==> src/rtl/branch_ctrl.sv <==
// Branch/jump controller: holds the ALU flag register, evaluates one branch request
// at a time, and on a taken branch issues a PC load pulse plus a timed pipeline flush.
module branch_ctrl #(
  parameter int ADDR_W       = 8,
  parameter int FLUSH_CYCLES = 2
) (
  input  logic              clk,
  input  logic              rst,
  input  logic              flag_we,
  input  logic              zf_in,
  input  logic              nf_in,
  input  logic              cf_in,
  input  logic              of_in,
  input  logic              br_valid,
  output logic              br_ready,
  input  logic [2:0]        br_cond,
  input  logic              br_always,
  input  logic [ADDR_W-1:0] br_target,
  output logic              pc_load,
  output logic [ADDR_W-1:0] pc_target,
  output logic              flush,
  output logic [3:0]        flags_q,
  output logic [7:0]        taken_cnt,
  output logic [1:0]        dbg_state
);

  // Handshake: a request transfers on any rising edge where br_valid and br_ready are
  // both high; br_ready depends only on state, never on br_valid.
  typedef enum logic [1:0] {
    IDLE  = 2'd0,
    EVAL  = 2'd1,
    FLUSH = 2'd2
  } state_e;

  localparam logic [3:0] LAST_CNT = 4'(FLUSH_CYCLES - 1);

  state_e              state_q, state_d;
  logic [2:0]          cond_q, cond_d;
  logic                always_q, always_d;
  logic [ADDR_W-1:0]   target_q, target_d;
  logic [3:0]          flags_d;
  logic [3:0]          cnt_q, cnt_d;
  logic [7:0]          taken_cnt_q, taken_cnt_d;
  logic                taken;

  always_ff @(posedge clk or posedge rst) begin
    if (rst) begin
      state_q     <= IDLE;
      cond_q      <= '0;
      always_q    <= 1'b0;
      target_q    <= '0;
      flags_q     <= '0;
      cnt_q       <= '0;
      taken_cnt_q <= '0;
    end else begin
      state_q     <= state_d;
      cond_q      <= cond_d;
      always_q    <= always_d;
      target_q    <= target_d;
      flags_q     <= flags_d;
      cnt_q       <= cnt_d;
      taken_cnt_q <= taken_cnt_d;
    end
  end

  always_comb begin
    state_d     = state_q;
    cond_d      = cond_q;
    always_d    = always_q;
    target_d    = target_q;
    cnt_d       = cnt_q;
    taken_cnt_d = taken_cnt_q;
    taken       = 1'b0;
    // Flag writes are independent of the FSM; EVAL sees the registered value only.
    flags_d     = flag_we ? {of_in, cf_in, nf_in, zf_in} : flags_q;

    case (state_q)
      IDLE: begin
        if (br_valid) begin
          cond_d   = br_cond;
          always_d = br_always;
          target_d = br_target;
          state_d  = EVAL;
        end
      end
      EVAL: begin
        taken = always_q | (flags_q[cond_q[1:0]] ^ cond_q[2]);
        if (taken) begin
          state_d = FLUSH;
          cnt_d   = '0;
          if (taken_cnt_q != 8'hFF) taken_cnt_d = taken_cnt_q + 8'd1;
        end else begin
          state_d = IDLE;
        end
      end
      FLUSH: begin
        cnt_d = cnt_q + 4'd1;
        if (cnt_q == LAST_CNT) state_d = IDLE;
      end
      default: state_d = IDLE;
    endcase
  end

  assign br_ready  = (state_q == IDLE);
  assign flush     = (state_q == FLUSH);
  assign pc_load   = (state_q == FLUSH) && (cnt_q == 4'd0);
  assign pc_target = target_q;
  assign taken_cnt = taken_cnt_q;
  assign dbg_state = state_q;

endmodule

==> config.mk <==
export PLATFORM = sky130hd
export DESIGN_NAME = branch_ctrl
export DESIGN_NICKNAME = d
export VERILOG_FILES = /design/src/rtl/branch_ctrl.sv
export SDC_FILE = /design/constraint.sdc
export NUM_CORES = 1
export LEC_CHECK = 0
export CORE_MARGIN = 2
export CORE_UTILIZATION = 31
export CTS_CLUSTER_SIZE = 8
export DETAILED_ROUTE_END_ITERATION = 10
export SLEW_MARGIN = 15
export SYNTH_ARGS = -nofsm -noshare
export SYNTH_HDL_FRONTEND = slang
export SYNTH_SLANG_ARGS = --single-unit
==> constraint.sdc <==
create_clock -name clk -period 2.9 [get_ports clk]
set_input_delay 0.435 -clock clk [delete_from_list [all_inputs] [get_ports clk]]
set_output_delay 0.435 -clock clk [all_outputs]
set_load 0.02 [all_outputs]
[Word level (Yosys, flattened, before mapping)]
Cells that the tools add are included.
Storage, ports and cells
  register bits: 30
  input bits: 20
  output and inout bits: 25
  logic and storage cells: 35
Operators by class
  add/sub/neg operators: 2
  order comparisons: 1
  equal/unequal tests: 7
  multiplexer cells: 8
  bitwise operators: 2
  reduce and logical (&&, ||, !) cells: 8
Operators with widths (number)
  8-bit by 1-bit adder with 8-bit output, second input constant: 1
  8-bit inequality test, second input constant: 1
  4-bit one-hot mux with 2 select lines: 1
  2-bit 2-to-1 mux: 3
  2-bit one-hot mux with 3 select lines: 1
  2-bit AND reduction: 3
  4-bit by 1-bit adder with 4-bit output, second input constant: 1
  4-bit by 1-bit equality test with 1-bit output, second input constant: 1
  4-bit zero test: 1
  4-bit 2-to-1 mux: 1
  2-bit inequality test, second input constant: 2
  2-bit by 3-bit less-than comparator with 1-bit output, second input constant: 1
  3-bit AND reduction: 1
  1-bit binary-select mux with 2-bit select: 1
  2-bit by 1-bit equality test with 1-bit output, second input constant: 1
  2-bit equality test, second input constant: 1
  2-bit zero test: 1
  2-bit by 1-bit inequality test with 1-bit output, second input constant: 1
  2-bit nonzero test: 1
  1-bit logical AND: 1
  1-bit 2-to-1 mux: 1
  1-bit OR: 1
  1-bit bitwise XOR: 1

[Longest topological paths before layout]
Gate-level depths: netlist (run 1).
  depth in word-level cells: 6
  gate-level depth with buffers: 6
  gate-level depth less buffers: 5

[Worst setup path before layout (run 1)]
OpenSTA, ideal clock, no wires.
  path type: register -> register
  start point: register flags_q[2]
  end point: register taken_cnt_q[7], in the netlist taken_cnt[7]
  setup time: 0.125 ns
  arrival: 1.735 ns
  required time: 2.775 ns
  slack: 1.040 ns
  stages on the path, launching flop included: 7
  path buffers: 1
  period minus slack after synthesis: 1.860 ns
  cell sequence: dfrtp_1 mux2i_1 mux2_4 a311oi_2 buf_6 nand3_4 mux2_4
Between the ends
  cells in the longest elaborated chain, start to end: 5
Ends and longest elaborated chain
  from (decl): line 22  | output logic [3:0] flags_q,
  from (signal assigned): line 60  | flags_q <= flags_d;
  1-bit binary-select mux with 2-bit select: line 87  | taken = always_q | (flags_q[cond_q[1:0]] ^ cond_q[2]);
  1-bit 2-to-1 mux (not written as such): line 87
  1-bit bitwise XOR: line 87
  1-bit OR: line 87
  3-bit AND reduction (no source line)
  to (signal assigned): line 62  | taken_cnt_q <= taken_cnt_d;
  to (decl): line 43  | logic [7:0] taken_cnt_q, taken_cnt_d;
Every way passes these cells. The select of a mux whose other input is x is not followed.
A chain may end at the register's enable or synchronous reset.

[Worst setup path after layout (run 1)]
  start point: register state_q[0], in the netlist dbg_state[0]
  end point: output pc_load
Between the ends
  cells in the longest elaborated chain, start to end: 2
Ends and longest elaborated chain
  from (decl): line 37  | state_e state_q, state_d;
  from (signal assigned): line 56  | state_q <= state_d;
  2-bit equality test: line 106  | assign pc_load = (state_q == FLUSH) && (cnt_q == 4'd0);
  1-bit logical AND: line 106
  to (decl): line 19  | output logic pc_load,
Every way passes these cells.

==> flow_summary.ini, run 1 <==
[outcome]
outcome = complete, no violations

[global_route]
grt_max_degree = 31
grt_pass1_wl_um = 4640
antenna_found_initial = 0
gr-total-overflow = 0
gr-usage-all-layers = 0.118
grt_pass1_vias = 1012

[clocking]
cts-hold-fix-buffers = 0
post-cts-setup-buffers = 0
h-tree-depth = 2
worstSkewPairLatency_ps = 270
cts-root-buf = clkbuf_8
cts_buffer_depth = 2
postCtsResizedCells = 0
cts_tree = done
numCtsBuffers = 5
clock_sinks = 30
clk_pin_slew_ps = 70

[finish]
num-nets-final = 181
mostFrequentLayoutCells = clkdlybuf4s50_1 (44), dfrtp_1 (30), mux2_2 (18), clkbuf_8 (6)
insertedDiodeCount = 0
fillCellCount = 411
final_layout_size_suffix_gt1_frac = 0.215
area_growth_pct = 42.7
finish.utilization = 0.457
final_common_cell = clkdlybuf4s50_1

[synthesis]
ys_warn_count = 0
ys_types = 32
syn-num-nets = 131
synth_top_area_frac = 0.542
synth_area_per_cell_um2 = 12.9
synth_area_leader_cell = dfrtp_1
ys_ff_latch = 30
seq_area_frac_synth = 0.542
syn_area_um2 = 1390
yosys-top-cells-area = dfrtp_1 (54%), mux2_2 (15%), ha_1 (3.6%)
synthCells = 107

[critical_path]
required_ps = 2470
critPathBufInv = 2
end_kind = output pin
cp_max_fo = 8
worst_ep_arrival_time_ps = 1880
path_cells = nand2b_1 -> inv_1 -> and3_1 -> clkdlybuf4s50_1
crit_slowest_cell = clkdlybuf4s50_1
crit_type = flip-flop to output pin
worstSetupStartpointType = flip-flop
max_stage_delay_ps = 600
critical_path.top_delay_family = buffers and inverters

[power_and_ir_drop]
switching_power_uw = 668
sequentialPowerShare = 0.374
peakVddDrop_mv = 0.603
p_per_area_nw_per_um2 = 946
p_leak_nw = 0.851
swShare = 0.357
p_int_mw = 1.20
p_clk_frac = 0.182
p_comb_frac = 0.444

[route]
drt_wl_total_um = 2750
num_vias = 980
top_layer = met4
wl_met2_um = 1350
drtPass1Iterations = 4
antenna_left = 0
drc = 0
wl_met3_um = 190
wl_per_cell_um = 13.1
drt-met1-wl_um = 1180
drt_iter0_markers = 50
vias_per_cell = 4.67

[floorplanning]
initial_core_util = 0.320
io_pins = 45
num_rows = 24
die_area_um2 = 5020
die_x_um = 70.8
core_um2 = 4320
die_h_um = 70.8

[job]
maxCapViolations = 0

[sta]
holdWs_ps = 497
relSlewSlack = 0.643
rsz0062_at_grt = no
skew_ps = 5.44
hold_viol_final = 0
period_share = 0.800
setup_viol = 0
tightest_slew_ps = 535
period_needed_ps = 2320
fmax_mhz = 431
slew_viol_final = 0
fin_tns_setup_ps = 0

[placement]
globalplace.congestion = 0.819
portBuffers = 44
dpl.hpwl_um = 2040

[worst_hold_path]
hold_path_class = flip-flop to flip-flop
[worst paths after layout]
kind / from / to / slack, ps / cells after the start
worst max-delay path: dbg_state[0] / pc_load / 580 / 4
worst max register to register: cond_q[1] / taken_cnt[1] / 960 / 6
min in group asynchronous: rst / pc_target[7] / 530 / 3
max in group asynchronous: rst / taken_cnt[5] / 2080 / 3
worst min-delay path: taken_cnt[4] / taken_cnt[4] / 500 / 1
worst min register to register: taken_cnt[4] / taken_cnt[4] / 500 / 1
[cell families after synthesis]
group	count (synthesis)	synth area share
and+or+nand+nor	29	0.126
muxes	24	0.198
buffers and inverters	8	0.0280
adders and majority gates	4	0.0361
xor gates and xnor gates	6	0.0379
AOI/OAI and AO/OA	6	0.0325
DFF	30	0.542
[final cells by class]
cell class                      instances  area, µm²  area share
Multi-Input combinational cell         69        596       0.301
Timing Repair Buffer                   46        455       0.230
Tap cell                               52       65.1      0.0329
Inverter                                5       18.8     0.00949
Clock inverter                          1       5.00     0.00253
Clock buffer                            7       86.3      0.0437
Sequential cell                        30        751       0.380
[layer usage]
metal  up-vias  track usage
li1        468            -
met1       473        0.141
met2        34        0.193
met3         5       0.0413
met4         0       0.0524
met5         -            0
[through the flow]
stage	setup WS, ps	area, µm²	cells	total power, mW
after CTS	560	1980	210	1.90
after global routing	451	1980	210	2.00
after detailed placement	869	1890	202	1.55
after global placement	934	1890	202	1.52
final	581	1980	210	1.87
after floorplan	1040	1390	107	1.19
[power by group through the flow]
stage	combinational, mW	clock, mW	sequential (mW)
global route	0.900	0.377	0.722
global placement	0.823	0	0.695
detailed placement	0.841	0	0.707
finish	0.831	0.340	0.699
CTS	0.847	0.356	0.702
floorplan	0.383	0	0.811
[state kept, by name, indices dropped and copies added (netlist names)]
| signal | count |
|---|---|
| pc_target | 8 |
| taken_cnt | 8 |
| cnt_q | 4 |
| flags_q | 4 |
| cond_q | 3 |
| dbg_state | 2 |
| always_q | 1 |
[cells in the mapped netlist (all sizes together)]
master / instances
a21o: 1
a21oi: 1
a311oi: 1
and2: 2
and3: 4
buf: 2
clkbuf: 1
dfrtp: 30
ha: 4
inv: 5
mux2: 21
mux2i: 3
nand2: 4
nand2b: 4
nand3: 5
nand4: 3
nor2: 2
nor3: 2
nor3b: 1
o21ai: 2
o31ai: 1
or2: 1
or3: 1
xnor2: 5
xor2: 1
(Power assumes the default switching activity.)
==> run 2, diff against run 1 <==
Clock period 2.9 ns to 2.1 ns, I/O delays scaled along.
==> run 2 against run 1 <==
Hold slack worse by 96 ps. Design area rose by 1.3%. Sequential share of layout area shrank 0.47 points. Power rose by 41%. Clock skew is 2.2 ps lower. Clock-buffer cell count down 1. Register-to-register slack lost 830 ps.
==> flow_summary.ini, run 2 (synthesis gave the netlist of run 1 again) <==
[outcome]
outcome = complete, no violations

[global_route]
grt_pass1_vias = 1144
gr-usage-all-layers = 0.133
antenna_found_initial = 0
grt_max_degree = 31
grt_pass1_wl_um = 5220
gr-total-overflow = 0

[finish]
final_layout_size_suffix_gt1_frac = 0.233
mostFrequentLayoutCells = clkdlybuf4s50_1 (42), dfrtp_1 (30), mux2_2 (18), clkbuf_8 (6), xnor2_1 (5)
final_common_cell = clkdlybuf4s50_1
insertedDiodeCount = 0
num-nets-final = 182
area_growth_pct = 44.5

[floorplanning]
num_rows = 24
io_pins = 45
initial_core_util = 0.320
die_h_um = 70.8
core_um2 = 4320
die_x_um = 70.8
die_area_um2 = 5020

[placement]
portBuffers = 44
dpl.hpwl_um = 2100
globalplace.congestion = 0.777
pre_cts_slack_ps = 144

[sta]
period_share = 0.937
fmax_mhz = 508
setup_viol = 0
fin_tns_setup_ps = 0
postLayoutSetupSlackWorst_ps = 132
skew_ps = 3.21
slew_viol_final = 0
relSlewSlack = 0.748
rsz0062_at_grt = no
tightest_slew_ps = 378
hold_viol_final = 0
period_needed_ps = 1970

[critical_path]
required_ps = 2270
end_kind = flip-flop
worst_ep_arrival_time_ps = 2140
worstSetupStartpointType = flip-flop
cp_max_fo = 12
crit_type = flip-flop to flip-flop
r2r_setup_slack_ps = 130

[power_and_ir_drop]
peakVddDrop_mv = 0.671
p_leak_nw = 0.876
p_per_area_nw_per_um2 = 1320

[clocking]
cts-root-buf = clkbuf_8
clk_pin_slew_ps = 70
worstSkewPairLatency_ps = 280
cts_buffer_depth = 2
cts_tree = done
post-cts-setup-buffers = 0
h-tree-depth = 2
cts-hold-fix-buffers = 0
numCtsBuffers = 5
clock_sinks = 30

[route]
drt_wl_total_um = 2890
wl_met2_um = 1400
wl_met3_um = 192
drt_iter0_markers = 34
vias_per_cell = 4.66
drc = 0
drtPass1Iterations = 4
num_vias = 983
drt-met1-wl_um = 1220
wl_per_cell_um = 13.7
top_layer = met4
antenna_left = 0

[worst_hold_path]
hold_path_class = primary input to async pin

[job]
maxCapViolations = 0
[run 2: cell types whose count changed in the layout (fill, tap and decap cells not counted)]
cell / change
buf_12: +1
clkbuf_1: -1
clkdlybuf4s50_1: -2
clkinvlp_4: +1
dlygate4sd2_1: +1
dlymetal6s2s_1: +1
inv_1: -1
inv_2: +1
[run 2: report_power, final]
part | switching (mW) | total, mW | internal, mW | leakage (nW)
Sequential | 0.186 | 0.974 | 0.788 | 0.370
Combinational | 0.546 | 1.17 | 0.627 | 0.459
Clock | 0.228 | 0.491 | 0.263 | 0.0472
Total | 0.960 | 2.64 | 1.68 | 0.876
[run 2: final cells by class]
cell class              instances  area (µm²)
clock buffers                   6        82.6
repair buffers                 47         477
inverters                       5        18.8
flip-flops and latches         30         751
multi-input cells              69         596
clock inverters                 2        12.5
well taps                      52        65.1
fillers                       401        2320
[run 2: path summary, 6_finish.rpt]
check / cells past startpoint / start / endpoint
max in group asynchronous: 3 / rst / cnt_q[1]
worst max-delay path: 6 / cond_q[1] / taken_cnt[1]
worst min-delay path: 3 / rst / pc_target[2]
worst max register to register: 6 / cond_q[1] / taken_cnt[1]
min in group clk: 1 / taken_cnt[4] / taken_cnt[4]
worst min register to register: 1 / taken_cnt[4] / taken_cnt[4]
[run 2: through the flow]
stage | area, µm² | hold slack (ps) | util | power, mW | cells
3_3_place_gp | 1910 | 483 | 0.441 | 2.12 | 203
5_1_grt | 2000 | 464 | 0.463 | 2.83 | 211
6_report | 2000 | 402 | 0.463 | 2.64 | 211
3_5_place_dp | 1910 | 492 | 0.441 | 2.17 | 203
4_1_cts | 2000 | 416 | 0.462 | 2.68 | 211
2_1_floorplan | 1390 | 406 | - | 1.65 | 107
[run 2: metal layers]
| layer | GRT usage | vias up |
|---|---|---|
| met2 | 0.209 | 38 |
| met5 | 0 | - |
| met4 | 0.0671 | 0 |
| met1 | 0.158 | 460 |
| met3 | 0.0541 | 11 |
| li1 | - | 474 |
[run 2: critical path, cell delays in order, from the launching register on]
cell and delay [ps]:
dfrtp_1 400, mux2i_1 250, mux2_4 320, a311oi_2 290, buf_12 180, nand2_1 90, mux2_1 320
[run 2: repair_timing]
item / in CTS / in global routing
gates resized for setup: 2 / 1
endpoints found under the hold margin: 0 / 0
setup endpoints to repair: 2 / 1
